$ cat config.mk
export PLATFORM = sky130hd
export DESIGN_NAME = dx_hazard_ctrl
export DESIGN_NICKNAME = d
export VERILOG_FILES = /design/src/rtl/dx_hazard_ctrl.sv
export SDC_FILE = /design/constraint.sdc
export NUM_CORES = 1
export LEC_CHECK = 0
export CAP_MARGIN = 20
export CORE_ASPECT_RATIO = 1.4
export CORE_MARGIN = 2
export CORE_UTILIZATION = 47
export CTS_BUF_LIST = sky130_fd_sc_hd__clkbuf_4 sky130_fd_sc_hd__clkbuf_8 sky130_fd_sc_hd__clkbuf_16
export DETAILED_ROUTE_END_ITERATION = 12
export PLACE_DENSITY = 0.94
export SYNTH_ARGS = -nofsm -noshare
export SYNTH_HDL_FRONTEND = slang
export SYNTH_SLANG_ARGS = --single-unit
$ cat constraint.sdc
create_clock -name clk_i -period 6.2 [get_ports clk_i]
set_clock_uncertainty 0.2 [all_clocks]
set_input_delay 1.24 -clock clk_i [delete_from_list [all_inputs] [get_ports clk_i]]
set_output_delay 1.24 -clock clk_i [all_outputs]
set_load 0.1 [all_outputs]
$ cat src/rtl/dx_hazard_ctrl.sv
// Hazard controller for a five-stage in-order pipeline.
// Decides stalls, bubbles and flushes from the current pipeline contents
// and the FSM state, selects operand forwarding sources, and keeps two
// saturating performance counters.
module dx_hazard_ctrl #(
    parameter int RegAddrWidth = 4,
    parameter int FlushCycles  = 2,
    parameter int CntWidth     = 16
) (
    input  logic                    clk_i,
    input  logic                    reset_ni,
    input  logic                    d_valid_i,
    input  logic [RegAddrWidth-1:0] d_rs1_i,
    input  logic [RegAddrWidth-1:0] d_rs2_i,
    input  logic                    x_valid_i,
    input  logic [RegAddrWidth-1:0] x_rd_i,
    input  logic [RegAddrWidth-1:0] x_rs1_i,
    input  logic [RegAddrWidth-1:0] x_rs2_i,
    input  logic                    x_memread_i,
    input  logic                    m_valid_i,
    input  logic [RegAddrWidth-1:0] m_rd_i,
    input  logic                    m_regwrite_i,
    input  logic                    w_valid_i,
    input  logic [RegAddrWidth-1:0] w_rd_i,
    input  logic                    w_regwrite_i,
    input  logic                    branch_taken_i,
    input  logic                    mem_busy_i,
    output logic                    stall_f_o,
    output logic                    stall_d_o,
    output logic                    stall_x_o,
    output logic                    bubble_dx_o,
    output logic                    flush_fd_o,
    output logic                    flush_dx_o,
    output logic [1:0]              fwd_a_o,
    output logic [1:0]              fwd_b_o,
    output logic [1:0]              state_o,
    output logic [CntWidth-1:0]     stall_cnt_o,
    output logic [CntWidth-1:0]     flush_cnt_o
);

    localparam logic [1:0] StRun     = 2'd0;
    localparam logic [1:0] StFlush   = 2'd1;
    localparam logic [1:0] StMemWait = 2'd2;

    // A branch holds the flush for FlushCycles cycles: the branch cycle
    // itself plus FlushReload further cycles spent in FLUSH.
    localparam logic [2:0] FlushReload = 3'(FlushCycles - 1);
    localparam bit         MultiFlush  = (FlushCycles > 1);

    localparam logic [1:0] FwdReg = 2'b00;
    localparam logic [1:0] FwdMem = 2'b10;
    localparam logic [1:0] FwdWb  = 2'b01;

    logic [1:0]          state_q, state_d;
    logic [2:0]          fcnt_q, fcnt_d;
    logic                pending_q, pending_d;
    logic [CntWidth-1:0] stall_cnt_q, flush_cnt_q;

    logic load_use;
    logic take_branch;
    logic in_flush;
    logic stall_f, stall_d, stall_x, bubble, flush;

    // Saturating increment: all-ones is sticky so the counters never wrap.
    function automatic logic [CntWidth-1:0] sat_inc(input logic [CntWidth-1:0] v);
        return (&v) ? v : v + CntWidth'(1);
    endfunction

    // Operand source for one execute-stage register: M beats W beats regfile.
    function automatic logic [1:0] fwd_sel(
        input logic [RegAddrWidth-1:0] src,
        input logic                    m_wr,
        input logic [RegAddrWidth-1:0] m_rd,
        input logic                    w_wr,
        input logic [RegAddrWidth-1:0] w_rd
    );
        if (m_wr && (m_rd != '0) && (m_rd == src)) begin
            return FwdMem;
        end else if (w_wr && (w_rd != '0) && (w_rd == src)) begin
            return FwdWb;
        end
        return FwdReg;
    endfunction

    assign load_use = d_valid_i & x_valid_i & x_memread_i & (x_rd_i != '0) &
                      ((x_rd_i == d_rs1_i) | (x_rd_i == d_rs2_i));

    // A branch seen while memory was busy is replayed on the first free cycle.
    assign take_branch = branch_taken_i | ((state_q == StMemWait) & pending_q);

    // Leaving MEM_WAIT with a frozen non-zero flush count means the wait
    // interrupted a flush; that cycle carries on as a FLUSH cycle.
    assign in_flush = (state_q == StFlush) | ((state_q == StMemWait) & (fcnt_q != 3'd0));

    // Event arbitration and next-state: mem_busy > branch > load-use.
    always_comb begin
        state_d   = state_q;
        fcnt_d    = fcnt_q;
        pending_d = pending_q;
        stall_f   = 1'b0;
        stall_d   = 1'b0;
        stall_x   = 1'b0;
        bubble    = 1'b0;
        flush     = 1'b0;
        if (mem_busy_i) begin
            stall_f = 1'b1;
            stall_d = 1'b1;
            stall_x = 1'b1;
            state_d = StMemWait;
            if (branch_taken_i) begin
                pending_d = 1'b1;
            end
        end else if (take_branch) begin
            flush     = 1'b1;
            pending_d = 1'b0;
            if (MultiFlush) begin
                state_d = StFlush;
                fcnt_d  = FlushReload;
            end else begin
                state_d = StRun;
                fcnt_d  = 3'd0;
            end
        end else if (in_flush) begin
            flush = 1'b1;
            if (fcnt_q <= 3'd1) begin
                state_d = StRun;
                fcnt_d  = 3'd0;
            end else begin
                state_d = StFlush;
                fcnt_d  = fcnt_q - 3'd1;
            end
        end else begin
            state_d = StRun;
            if (load_use) begin
                stall_f = 1'b1;
                stall_d = 1'b1;
                bubble  = 1'b1;
            end
        end
    end

    // Control outputs are forced low while reset is asserted.
    assign stall_f_o   = stall_f & reset_ni;
    assign stall_d_o   = stall_d & reset_ni;
    assign stall_x_o   = stall_x & reset_ni;
    assign bubble_dx_o = bubble & reset_ni;
    assign flush_fd_o  = flush & reset_ni;
    assign flush_dx_o  = flush & reset_ni;

    assign fwd_a_o = fwd_sel(x_rs1_i, m_valid_i & m_regwrite_i, m_rd_i,
                             w_valid_i & w_regwrite_i, w_rd_i);
    assign fwd_b_o = fwd_sel(x_rs2_i, m_valid_i & m_regwrite_i, m_rd_i,
                             w_valid_i & w_regwrite_i, w_rd_i);

    assign state_o     = state_q;
    assign stall_cnt_o = stall_cnt_q;
    assign flush_cnt_o = flush_cnt_q;

    // FSM state, flush countdown and deferred-branch flag.
    always_ff @(posedge clk_i or negedge reset_ni) begin
        if (!reset_ni) begin
            state_q   <= StRun;
            fcnt_q    <= 3'd0;
            pending_q <= 1'b0;
        end else begin
            state_q   <= state_d;
            fcnt_q    <= fcnt_d;
            pending_q <= pending_d;
        end
    end

    // Performance counters: stall cycles and flush cycles, saturating.
    always_ff @(posedge clk_i or negedge reset_ni) begin
        if (!reset_ni) begin
            stall_cnt_q <= '0;
            flush_cnt_q <= '0;
        end else begin
            if (stall_f_o) begin
                stall_cnt_q <= sat_inc(stall_cnt_q);
            end
            if (flush_dx_o) begin
                flush_cnt_q <= sat_inc(flush_cnt_q);
            end
        end
    end

endmodule

# --- Word-level counts from Yosys, hierarchy flattened ---
# Cells that the tools add are included.
op_classes:
  n_eq_ne: 9
  bitwise: 18
  n_lt_le_gt_ge: 1
  mux: 29
  addsub: 3
  reduce_logical: 18
ops:
  columns: ["op", "n"]
  rows:
  - ["$add A16 B1 Y16 const B", 2]
  - ["$reduce_and A16 Y1", 2]
  - ["$eq A4 B4 Y1", 6]
  - ["$mux W2", 9]
  - ["$mux W1", 17]
  - ["$and A1 B1 Y1", 12]
  - ["$reduce_bool A4 Y1", 3]
  - ["$mux W3", 3]
  - ["$reduce_and A2 Y1", 4]
  - ["$logic_and A1 B1 Y1", 6]
  - ["$reduce_bool A2 Y1", 2]
  - ["$le A3 B1 Y1 const B", 1]
  - ["$not A1 Y1", 3]
  - ["$or A1 B1 Y1", 3]
  - ["$reduce_bool A3 Y1", 1]
  - ["$sub A3 B1 Y3 const B", 1]
  - ["$eq A2 B1 Y1 const B", 1]
  - ["$eq A2 B2 Y1 const B", 1]
  - ["$ne A2 B2 Y1 const B", 1]
word_totals:
  elab_cells: 83
  reg_bits: 38
  inputBits: 39

# --- Depth between registers and ports, before layout ---
depth:
  word_depth: 10
  depth_mapped: 9
  depth_no_buf: 8

# --- Worst setup path after synthesis ---
# OpenSTA, ideal clock, no wires.
synth_timing:
  kind: "input to output"
  startpoint: "in m_rd_i[0]"
  endpoint: "out fwd_a_o[0]"
  path_slack_ns: 0.319
  path_buffers: 0
  stages: 4
  arrival_ns: 4.441
  required_ns: 4.760
  cell_sequence: "or4_1 > nand3_1 > nor2_1 > nor3_1"
synth_between:
  elab_chain_cells: 5
  elab_cells_between_ends: 7
synth_lines:
  columns: ["item", "line", "source"]
  rows:
  - ["from (decl)", "21", "input logic [RegAddrWidth-1:0] m_rd_i,"]
  - ["$reduce_bool A4 Y1", "77", "if (m_wr && (m_rd != '0) && (m_rd == src)) begin"]
  - ["$logic_and A1 B1 Y1", "77", null]
  - ["$logic_and A1 B1 Y1 *", "77", null]
  - ["$mux W2 / $mux W1 (equally long branches)", "77", null]
  - ["$mux W2 *", "82", "return FwdReg;"]
  - ["to (decl)", "34", "output logic [1:0] fwd_a_o,"]
# Every way passes the cells marked *; elsewhere a longest branch is shown, timed or not.

# --- Worst setup path after layout ---
layout_timing:
  startpoint: "in branch_taken_i"
  endpoint: "out flush_fd_o"
layout_between:
  elab_chain_cells: 4
layout_lines:
  columns: ["item", "line", "source"]
  rows:
  - ["from (decl)", "26", "input logic branch_taken_i,"]
  - ["$or A1 B1 Y1", "89", "assign take_branch = branch_taken_i | ((state_q == StMemWait) & pending_q);"]
  - ["$mux W1", "113", "end else if (take_branch) begin"]
  - ["$mux W1", "105", "if (mem_busy_i) begin"]
  - ["$and A1 B1 Y1", "147", "assign flush_fd_o = flush & reset_ni;"]
  - ["to (decl)", "32", "output logic flush_fd_o,"]
# No other way between the ends.

==> impl_metrics.yaml <==
floorplanning:
  ios: 83
  die_h_um: 84.2
  die_area_um2: 5160
  num_rows: 29
  initial_core_util: 0.484
  die_w_um: 61.3
  design.core.area_um2: 4460
cells_and_area:
  drive_above_1_share: 0.0702
  area_growth_pct: 45.0
  nets: 342
  diodes: 0
  fillers: 338
clock_tree:
  clock_latency_ns: 0.28
  post_cts_resized: 0
  htreeDepth: 2
  clockRootBuffer: "clkbuf_8"
  clkSlewWorstSetupHoldPaths_ns: 0.08
  cts.sinks: 38
  cts_hold_buf: 0
  cts_tree: "built"
  cts_buffers: 5
  cts_setup_buffers: 0
  clk_path_buf_depth: 2
worst_setup_path:
  crit_slowest_cell: "clkdlybuf4s50_1"
  critPathKind: "input pin to output port"
  path_max_fanout: 4
  start_kind: "input pin"
  crit_path_frequent_cell: "clkdlybuf4s50_1"
  arrival_ns: 3.49
  cp.required_ns: 4.76
  end_kind: "output port"
  crit_path_max_incr_delay_ns: 1.15
  crit_path_cell_trace: "clkdlybuf4s50_1 -> a211oi_2 -> nor2_1 -> and2_1 -> clkdlybuf4s50_1"
global_route:
  antenna_found_initial: 0
  overflow: 0
  grt_start_max_net_pins: 34
  grt_util_all_layers: 0.217
  grt_first_pass_wirelength_um: 8600
  grt_pass1_vias: 1979
sta:
  hold_viol: 0
  whs_ns: 0.291
  drv_slew: 0
  layout_worst_path_cycle_share: 0.795
  post-route-min-period_ns: 4.93
  slew_headroom: 0.327
  setup_viol: 0
  fmax_ghz: 0.203
  worst_pin_slew_ns: 1.01
  rsz0062_at_grt: "no"
  setup_tns_ns: 0
synth:
  ys_top_cells_by_count: "xnor2_1, dfrtp_1, nand4_1"
  syn-instance-count: 212
  synth_area_um2: 2160
  syn_nets: 256
  yosys_warnings: 0
  ys.flop_type: "dfrtp_1"
  synth_top_cell_area_share: 0.440
  synth_cell_types: 33
  ys_ff_latch: 38
  ys_seq_area_frac: 0.440
  synth.avg_cell_area_um2: 10.2
  synth_async_sr_flop_share: 1.00
  synth.area.top_cells: "dfrtp_1, xnor2_1, xor2_1"
  synth_top_area_cell: "dfrtp_1"
  yosysMostFrequentCell: "xnor2_1"
  synth_edf_count: 0
drt:
  wl_per_cell_um: 14.8
  drtIter0Drc: 66
  drt_first_pass_iters: 4
  route.detailed.drc: 0
  routed-via-count: 1933
  wirelength_um: 5350
  antenna_left: 0
  post_drt_via_cell_ratio: 5.35
power_and_ir_drop:
  p_per_area_nw_per_um2: 339
  power.leakage_uw: 0.00130
  ir_drop_v: 0.000404
placed_design:
  hpwl_um: 4250
  place_congestion: 0.783
  port_buffers: 82
run_status:
  status: "completed"
run:
  maxCapViolCount: 0
hold_path:
  hold_path_class: "flip-flop to flip-flop"
## where the power goes
part           switching (µW)  internal, µW
Combinational             374           138
Sequential               51.5           288
Clock                    85.1           124
## state kept, by name (all words and copies together) (netlist names)
| register | flops |
|---|---|
| state_o | 2 |
| fcnt_q | 3 |
| pending_q | 1 |
| flush_cnt_o | 16 |
| stall_cnt_o | 16 |
## layer usage
| metal | global-route usage | up-vias | share of wire |
|---|---|---|---|
| met3 | 0.0508 | 10 | 0.083 |
| met1 | 0.225 | 907 | 0.36 |
| met2 | 0.393 | 99 | 0.54 |
| met4 | 0.0968 | 0 | 0.021 |
| met5 | 0 | - | 0 |
| li1 | - | 917 | - |
## final cells by class
cell class                 count  area [µm²]  area share
sequential                    38         951       0.304
tap                           62        77.6      0.0248
timing repair buffer          83         811       0.259
multi-input combinational    164        1160       0.369
inverter                       6        22.5     0.00719
clock inverter                 2        37.5      0.0120
clock buffer                   6        76.3      0.0244
## stage by stage
stage          instances  utilization  total power, µW  worst slack (ns)  cell area (µm²)
2_1_floorplan        212            -              716             0.319             2160
3_3_place_gp         353        0.676              846              1.35             3020
3_5_place_dp         353        0.676              858              1.32             3020
4_1_cts              361        0.702             1070              1.27             3130
5_1_grt              361        0.702             1110              1.19             3130
6_report             361        0.702             1060              1.27             3130
## final timing paths
| path | start | to | slack (ns) | cells after the start |
|---|---|---|---|---|
| worst max-delay path | branch_taken_i | flush_fd_o | 1.27 | 5 |
| worst min-delay path | stall_cnt_o[14]$_DFFE_PN0P_ | stall_cnt_o[14]$_DFFE_PN0P_ | 0.29 | 1 |
| worst max register to register | fcnt_q[1]$_DFFE_PN0P_ | stall_cnt_o[1]$_DFFE_PN0P_ | 3.50 | 7 |
| worst min register to register | stall_cnt_o[14]$_DFFE_PN0P_ | stall_cnt_o[14]$_DFFE_PN0P_ | 0.29 | 1 |
| max in group asynchronous | reset_ni | stall_cnt_o[9]$_DFFE_PN0P_ | 4.48 | 2 |
| min in group asynchronous | reset_ni | flush_cnt_o[2]$_DFFE_PN0P_ | 0.61 | 1 |
## kinds of logic after synthesis
family | Yosys count | synth area share
multiplexers | 1 | 0.00521
XOR/XNOR | 54 | 0.219
adder cells (fa/ha/maj) | 5 | 0.0290
flip-flops | 38 | 0.440
AO/OA/AOI/OAI | 14 | 0.0626
buffers and inverters | 10 | 0.0243
AND/OR/NAND/NOR | 90 | 0.220
## worst max-delay path: cells and delay by family
kind            cells  cell delay [ns]
compound gates      1             0.07
buf+inv             2             1.68
simple gates        2             0.49
## placed cells by master, fill, tap and decap left out, drive strengths merged, types with 4 or more instances in the layout
cell | netlist | layout
xnor2 | 39 | 39
nand4 | 18 | 18
ha | 5 | 5
nor2 | 15 | 15
buf | 3 | 7
inv | 6 | 6
clkbuf | 1 | 6
and3 | 5 | 5
nor4 | 4 | 4
dfrtp | 38 | 38
xor2 | 15 | 15
clkdlybuf4s50 | 0 | 76
nand3 | 12 | 12
nand2 | 15 | 15
nor3 | 8 | 8
No activity file was read; power rests on OpenSTA's default activity.
